[src/rtl/instr_fetch_128_if.sv]
// Program-ROM read port, instruction handshake and branch redirect between
// the fetch sequencer (master) and its ROM/execute neighbours (slave).
interface instr_fetch_128_if;
    logic [7:0] address;
    logic [7:0] rom_data;
    logic       instr_valid;
    logic       instr_ready;
    logic [7:0] opcode;
    logic [7:0] operand;
    logic [7:0] instr_pc;
    logic       illegal;
    logic       redirect_valid;
    logic [7:0] redirect_addr;

    modport master (
        output address, instr_valid, opcode, operand, instr_pc, illegal,
        input  rom_data, instr_ready, redirect_valid, redirect_addr
    );

    modport slave (
        input  address, instr_valid, opcode, operand, instr_pc, illegal,
        output rom_data, instr_ready, redirect_valid, redirect_addr
    );
endinterface

[src/rtl/instr_fetch_128.sv]
// Instruction fetch sequencer: walks the PC over a registered program ROM,
// assembles 1/2-byte instructions and hands them to execute via valid/ready.
module instr_fetch_128 #(
    parameter logic [7:0] RESET_PC  = 8'h00,
    parameter int         ADDR_BITS = 7
) (
    input logic              clk,
    input logic              reset_n,
    instr_fetch_128_if.master bus
);
    typedef enum logic [1:0] {S_REQ, S_OPC, S_OPD, S_OUT} state_t;

    state_t               state;
    logic [ADDR_BITS-1:0] pc;
    logic [7:0]           opcode_q;
    logic [7:0]           operand_q;
    logic [7:0]           instr_pc_q;
    logic                 illegal_q;
    logic                 valid_q;
    logic                 unused_addr_msb;

    function automatic logic is_two_byte(input logic [7:0] op);
        return op inside {[8'h10:8'h15], [8'h30:8'h38]};
    endfunction

    function automatic logic is_legal(input logic [7:0] op);
        return is_two_byte(op) || (op inside {[8'h20:8'h27]});
    endfunction

    always_ff @(posedge clk or negedge reset_n) begin
        if (!reset_n) begin
            state      <= S_REQ;
            pc         <= RESET_PC[ADDR_BITS-1:0];
            opcode_q   <= '0;
            operand_q  <= '0;
            instr_pc_q <= '0;
            illegal_q  <= 1'b0;
            valid_q    <= 1'b0;
        end else if (bus.redirect_valid) begin
            // Redirect wins in every state; any half-built instruction is dropped.
            state   <= S_REQ;
            pc      <= bus.redirect_addr[ADDR_BITS-1:0];
            valid_q <= 1'b0;
        end else begin
            case (state)
                S_REQ: begin
                    instr_pc_q <= 8'(pc);
                    pc         <= pc + ADDR_BITS'(1);
                    state      <= S_OPC;
                end
                S_OPC: begin
                    opcode_q  <= bus.rom_data;
                    illegal_q <= !is_legal(bus.rom_data);
                    if (is_two_byte(bus.rom_data)) begin
                        // ROM is latching PC (the operand byte) on this same edge.
                        pc    <= pc + ADDR_BITS'(1);
                        state <= S_OPD;
                    end else begin
                        operand_q <= '0;
                        valid_q   <= 1'b1;
                        state     <= S_OUT;
                    end
                end
                S_OPD: begin
                    operand_q <= bus.rom_data;
                    valid_q   <= 1'b1;
                    state     <= S_OUT;
                end
                S_OUT: begin
                    if (bus.instr_ready) begin
                        valid_q <= 1'b0;
                        state   <= S_REQ;
                    end
                end
                default: state <= S_REQ;
            endcase
        end
    end

    assign bus.address     = 8'(pc);
    assign bus.instr_valid = valid_q;
    assign bus.opcode      = opcode_q;
    assign bus.operand     = operand_q;
    assign bus.instr_pc    = instr_pc_q;
    assign bus.illegal     = illegal_q;

    assign unused_addr_msb = bus.redirect_addr[7];
endmodule
[src/flat_wrapper.sv]
// flat-port wrapper written by rule: the top's interface ports become plain ports
module instr_fetch_128_flat 
#(
    parameter logic [7:0] RESET_PC  = 8'h00,
    parameter int         ADDR_BITS = 7
)
  (clk, reset_n, bus_address, bus_instr_valid, bus_opcode, bus_operand, bus_instr_pc, bus_illegal, bus_rom_data, bus_instr_ready, bus_redirect_valid, bus_redirect_addr);
  instr_fetch_128_if bus_i ();
  input logic clk;
  input logic reset_n;
  output wire logic [$bits(bus_i.address)-1:0] bus_address;
  output wire logic [$bits(bus_i.instr_valid)-1:0] bus_instr_valid;
  output wire logic [$bits(bus_i.opcode)-1:0] bus_opcode;
  output wire logic [$bits(bus_i.operand)-1:0] bus_operand;
  output wire logic [$bits(bus_i.instr_pc)-1:0] bus_instr_pc;
  output wire logic [$bits(bus_i.illegal)-1:0] bus_illegal;
  input wire logic [$bits(bus_i.rom_data)-1:0] bus_rom_data;
  input wire logic [$bits(bus_i.instr_ready)-1:0] bus_instr_ready;
  input wire logic [$bits(bus_i.redirect_valid)-1:0] bus_redirect_valid;
  input wire logic [$bits(bus_i.redirect_addr)-1:0] bus_redirect_addr;
  assign bus_address = bus_i.address;
  assign bus_instr_valid = bus_i.instr_valid;
  assign bus_opcode = bus_i.opcode;
  assign bus_operand = bus_i.operand;
  assign bus_instr_pc = bus_i.instr_pc;
  assign bus_illegal = bus_i.illegal;
  assign bus_i.rom_data = bus_rom_data;
  assign bus_i.instr_ready = bus_instr_ready;
  assign bus_i.redirect_valid = bus_redirect_valid;
  assign bus_i.redirect_addr = bus_redirect_addr;
  instr_fetch_128 #(.RESET_PC(RESET_PC), .ADDR_BITS(ADDR_BITS)) u_core (.clk(clk), .reset_n(reset_n), .bus(bus_i));
endmodule
[config.mk]
export PLATFORM = sky130hd
export DESIGN_NAME = instr_fetch_128_flat
export DESIGN_NICKNAME = d
export VERILOG_FILES = /design/src/rtl/instr_fetch_128_if.sv /design/src/rtl/instr_fetch_128.sv /design/src/flat_wrapper.sv
export SDC_FILE = /design/constraint.sdc
export NUM_CORES = 1
export LEC_CHECK = 0
export ABC_AREA = 0
export BUFFER_PORTS_ARGS = -buffer_cell sky130_fd_sc_hd__buf_2
export CAP_MARGIN = 25
export CELL_PAD_IN_SITES_DETAIL_PLACEMENT = 0
export CELL_PAD_IN_SITES_GLOBAL_PLACEMENT = 1
export CORE_ASPECT_RATIO = 1.1
export CORE_MARGIN = 2
export CORE_UTILIZATION = 40
export DETAILED_ROUTE_END_ITERATION = 10
export GPL_ROUTABILITY_DRIVEN = 0
export PLACE_DENSITY = 0.9
export SKIP_CTS_REPAIR_TIMING = 1
export SLEW_MARGIN = 20
export SYNTH_ARGS = -nofsm -noshare
export SYNTH_HDL_FRONTEND = slang
export SYNTH_SLANG_ARGS = --single-unit
export TNS_END_PERCENT = 100
[constraint.sdc]
create_clock -name clk -period 3.3 [get_ports clk]
set_input_delay 0.165 -clock clk [delete_from_list [all_inputs] [get_ports clk]]
set_output_delay 0.165 -clock clk [all_outputs]
set_load 0.05 [all_outputs]
# Word-level counts from Yosys, hierarchy flattened
# Cells that the tools add are included.
# Widths: inputs -> output; s select.
# totals
regBits	34
input_bits	20
out_inout_bits	34
wordCells	50
# classes
add_sub_neg	1
order_cmp	6
n_eq_ne	7
n_mux	13
bitwise_logic	1
n_reduce_logical	15
# op_table
op	count
$ge 8x6->1 const B	2
$le 8x6->1 const B	2
$pmux 8 s2	1
$mux 7	2
$pmux 7 s2	1
$ge 8x5->1 const B	1
$le 8x5->1 const B	1
$mux 8	1
$pmux 2 s4	1
$add 7x1->7 const B	1
$ne 3x3->1 const B	2
$reduce_and 2->1	3
$reduce_and 3->1	2
$eq 2x2->1 const B	2
$mux 1	4
$mux 2	2
$reduce_bool 2->1	2
$reduce_bool 4->1	1
$logic_and 1x1->1	3
$ne 3x2->1 const B	1
$pmux 1 s3	1
$reduce_bool 3->1	1
$eq 2x1->1 const B	1
$logic_not 2->1	1
other kinds (4)	4

# Depth between registers and ports, before layout
# depth
ltp_word	6
depth_mapped	8
depth_no_buf	7

# Worst setup path before layout
# No wires, ideal clock.
# synth_path
path_type	register to register
start	reg u_core.state[1]
end	reg u_core.pc[6]
setup_time_ns	0.069
t_arrival_ns	1.760
required_ns	3.231
setup_slack_ns	1.471
path_stages_with_launch	9
n_path_buf	1
synth_period_minus_slack_ns	1.829
cell_sequence	dfrtp_1 -> inv_1 -> ha_1 -> inv_1 -> a2111oi_2 -> or2_1 -> buf_6 -> or4_1 -> nand3_1
# synth_via
elab_chain_cells	3
elab_cells_between_ends	7
cone_classes	eq/ne (2); mux (2); reduce/logical (3)
# synth_rtl
item	line_no	rtl
start: declaration	instr_fetch_128.sv:13	state_t state;
start signal: assignment	instr_fetch_128.sv:32	state <= S_REQ;
start signal: assignment	instr_fetch_128.sv:41	state <= S_REQ;
start signal: assignment	instr_fetch_128.sv:49	state <= S_OPC;
$eq 2x1->1 / $logic_not 2->1 (equally long branches)	instr_fetch_128.sv:45	case (state)
$pmux 7 s2, or another cell as far along	instr_fetch_128.sv:45	
$mux 7 / $reduce_and 2->1 (equally long branches)	-	
end signal: assignment	instr_fetch_128.sv:42	pc <= bus.redirect_addr[ADDR_BITS-1:0];
end signal: assignment	instr_fetch_128.sv:48	pc <= pc + ADDR_BITS'(1);
end signal: assignment	instr_fetch_128.sv:56	pc <= pc + ADDR_BITS'(1);
end: declaration	instr_fetch_128.sv:14	logic [ADDR_BITS-1:0] pc;
# Several ways; a longest one is shown, not always the timed one.
# A chain may end at the register's enable or synchronous reset.

# Worst setup path after layout
# layout_path
start	reg u_core.state[1]
end	reg u_core.pc[1]
# Same word-level chain as after synthesis.

==> impl_metrics.py <==
metrics = {
    "place": {
        "port_buffers": 50,
        "hpwlAfterDp_um": 2560,
    },
    "timing": {
        "hold_slack_ns": -0.0452,
        "setup_violations": 0,
        "worst_pin_slew_ns": 0.752,
        "fmax_mhz": 495,
        "min_period_over_period_pct": 61.2,
        "rsz0062_at_grt": "no",
        "finalSetupTns_ns": 0,
        "maxSlewViolCount": 0,
        "final_hold_viol_count": 34,
        "fin_skew_ns": 0.00353,
        "min_period_ns": 2.02,
        "slew_headroom_pct": 49.9,
    },
    "synthesis": {
        "syn_area_um2": 1730,
        "yosysTopAreaCellShare_pct": 49.3,
        "yosysUniqueCellTypes": 38,
        "yosysWarnings": 0,
        "muxShareOfSynthArea_pct": 15.0,
        "synth-async-reset-ratio_pct": 100,
        "synth_edf_count": 0,
        "synthTopCellsByArea": "dfrtp_1, mux2_1, mux2i_1",
        "synth_seq_cells": 34,
        "synth_fa_ha_area_share_pct": 4.35,
        "yosysMostFrequentCell": "dfrtp_1",
        "netlist.top_cell.by_area": "dfrtp_1",
        "synth_compound_area_share_pct": 8.85,
        "synth_top_family_by_area": "simple AND/OR/NAND/NOR gates",
        "synth_xor_area_share_pct": 2.03,
        "syn_area_per_cell_um2": 11.0,
        "synth_flop_cell": "dfrtp_1",
        "synth_commonest_cells": "dfrtp_1, nand2_1, mux2_1",
        "synthCells": 157,
        "yosys.area_share.simple_pct": 15.4,
        "ys_seq_area_share_pct": 49.3,
    },
    "grt": {
        "grt_max_degree": 35,
        "antenna_found_initial": 0,
        "grt_overflow": 0,
        "grt_pass1_vias": 1229,
        "grt.total_usage_pct": 15.4,
        "grt_pass1_wl_um": 5600,
    },
    "clock_network": {
        "cts_root_buffer": "clkbuf_8",
        "cts_max_level": 2,
        "cts-buffers-inserted": 5,
        "cts_sinks": 34,
        "path_clk_slew_ns": 0.06,
        "tritoncts": "built",
        "ctsLongestPathBuffers": 2,
        "insertion_delay_ns": 0.28,
    },
    "power_and_ir_drop": {
        "irDropWorstVdd_uv": 460,
        "leakage_uw": 0.00105,
        "pwr-share-clk_pct": 13.0,
        "seq_power_share_pct": 31.3,
        "p_int_uw": 1090,
        "switching_share_pct": 51.5,
        "p_sw_uw": 1160,
        "p_per_area_nw_per_um2": 1080,
        "p_comb_share_pct": 55.7,
    },
    "route": {
        "dr.pass1.iters": 4,
        "vias": 1279,
        "avgViaCountPerCell": 4.92,
        "wirelength_um": 3360,
        "wl_per_cell_um": 12.9,
        "drtIter0Drc": 39,
        "ant_nets": 0,
        "drc": 0,
    },
    "setup_path": {
        "reg2reg_from": "u_core.state[1]",
        "crit_path_end_kind": "flop",
        "cp-start-kind": "flop",
        "cp-startpoint": "u_core.state[1]",
        "r2r_cells": 7,
        "crit_end": "u_core.pc[1]",
        "arrival_ns": 2.17,
        "worstPathMaxFanout": 6,
        "reg2reg_to": "u_core.pc[1]",
        "r2r_slack_ns": 1.28,
        "path_class": "flop to flop",
        "worst_ep_required_time_ns": 3.45,
    },
    "floorplanning": {
        "die_x_um": 66.6,
        "io_pins": 54,
        "initial_core_util_pct": 40.9,
        "die_area_um2": 4860,
        "die_y_um": 72.9,
        "rows": 25,
        "core_um2": 4220,
    },
    "layout": {
        "fillers": 417,
        "n_antenna_cell": 0,
        "regArea_um2": 851,
        "nNetsFinal": 233,
        "area_growth_pct": 20.8,
        "multi_input_area_um2": 796,
        "drive_gt1_share_pct": 29.6,
    },
    "run": {
        "cap_violations": 0,
    },
    "hold_path": {
        "hp-class": "input pin to asynchronous set/reset pin",
    },
    "run_status": {
        "status": "finished with violations",
        "violations": "negative hold slack",
    },
}
-- registers in the layout, summed over array words and instances, names as in the netlist --
name,cells
u_core.bus.opcode,8
u_core.bus.operand,8
u_core.bus.instr_pc,7
u_core.pc,7
u_core.state,2
u_core.bus.illegal,1
u_core.bus.instr_valid,1
-- routing by layer --
metal	vias to the layer above	GRT usage, %	wire (um)	share of wire [%]
met5	-	0	0	0
met1	597	18.7	1500	45
met3	5	6.02	257	7.7
met2	43	25.4	1560	46
li1	634	-	-	-
met4	0	4.08	38	1.1
-- stage by stage --
step | instances | setup WS, ns | util (%) | area (um2) | power [uW]
final | 260 | 1.28 | 49.4 | 2080 | 2250
after global routing | 260 | 1.06 | 49.4 | 2080 | 2390
after CTS | 260 | 1.25 | 49.4 | 2080 | 2280
after detailed placement | 254 | 1.26 | 47.4 | 2000 | 1980
after global placement | 254 | 1.32 | 47.4 | 2000 | 1960
after floorplan | 158 | 1.47 | - | 1730 | 1710
-- how the worst min path moves through the flow --
stage,from,endpoint,slack [ns],depth (start not counted)
2_1_floorplan,reset_n,u_core.bus.illegal,-0.13,0
3_3_place_gp,reset_n,u_core.bus.operand[0],0.27,1
3_5_place_dp,reset_n,u_core.bus.operand[0],0.28,1
4_1_cts,reset_n,u_core.bus.operand[0],-0.02,1
5_1_grt,reset_n,u_core.bus.opcode[0],0.02,1
6_report,reset_n,u_core.bus.opcode[0],-0.05,1
-- final cells by class --
cell class / count / area share [%]
inverters: 10 / 1.80
clock buffers: 6 / 3.96
repair buffers: 50 / 12.0
well taps: 54 / 3.24
flip-flops and latches: 34 / 40.8
multi-input cells: 106 / 38.2
-- critical path, stage by stage (launching register included) --
cell and delay, ns:
dfrtp_1 0.43, inv_1 0.12, ha_1 0.28, inv_1 0.11
a2111oi_2 0.36, or2_1 0.30, mux2i_1 0.21, o21ai_1 0.07
-- cells by family after synthesis --
group | count (synthesis)
buf+inv | 18
xor+xnor | 4
simple gates | 49
flops | 34
mux | 24
fa+ha+maj | 6
other cells | 1
compound gates | 21
-- placed cells by master, fill, tap and decap left out, types with 2 or more instances in the layout --
| cell type | count |
|---|---|
| a21bo_1 | 3 |
| nor3_1 | 3 |
| and2_1 | 3 |
| o21ai_1 | 7 |
| dfrtp_1 | 34 |
| inv_1 | 10 |
| xor2_1 | 2 |
| o21ai_0 | 2 |
| nand4_1 | 2 |
| nor2_1 | 7 |
| mux2_1 | 14 |
| conb_1 | 2 |
| mux2i_1 | 9 |
| xnor2_1 | 2 |
| ha_1 | 6 |
| buf_2 | 50 |
| nand3_1 | 5 |
| or4_1 | 2 |
| nand2b_1 | 4 |
| nor2b_1 | 3 |
| clkbuf_8 | 6 |
| nand2_1 | 16 |
-- power by group through the flow --
stage / Combinational, uW / Sequential (uW) / Clock [uW]
5_1_grt: 1340 / 733 / 323
2_1_floorplan: 410 / 1300 / 0
4_1_cts: 1270 / 709 / 304
3_3_place_gp: 1250 / 710 / 0
6_report: 1250 / 704 / 292
3_5_place_dp: 1270 / 716 / 0
No activity file was read; power rests on OpenSTA's default activity.
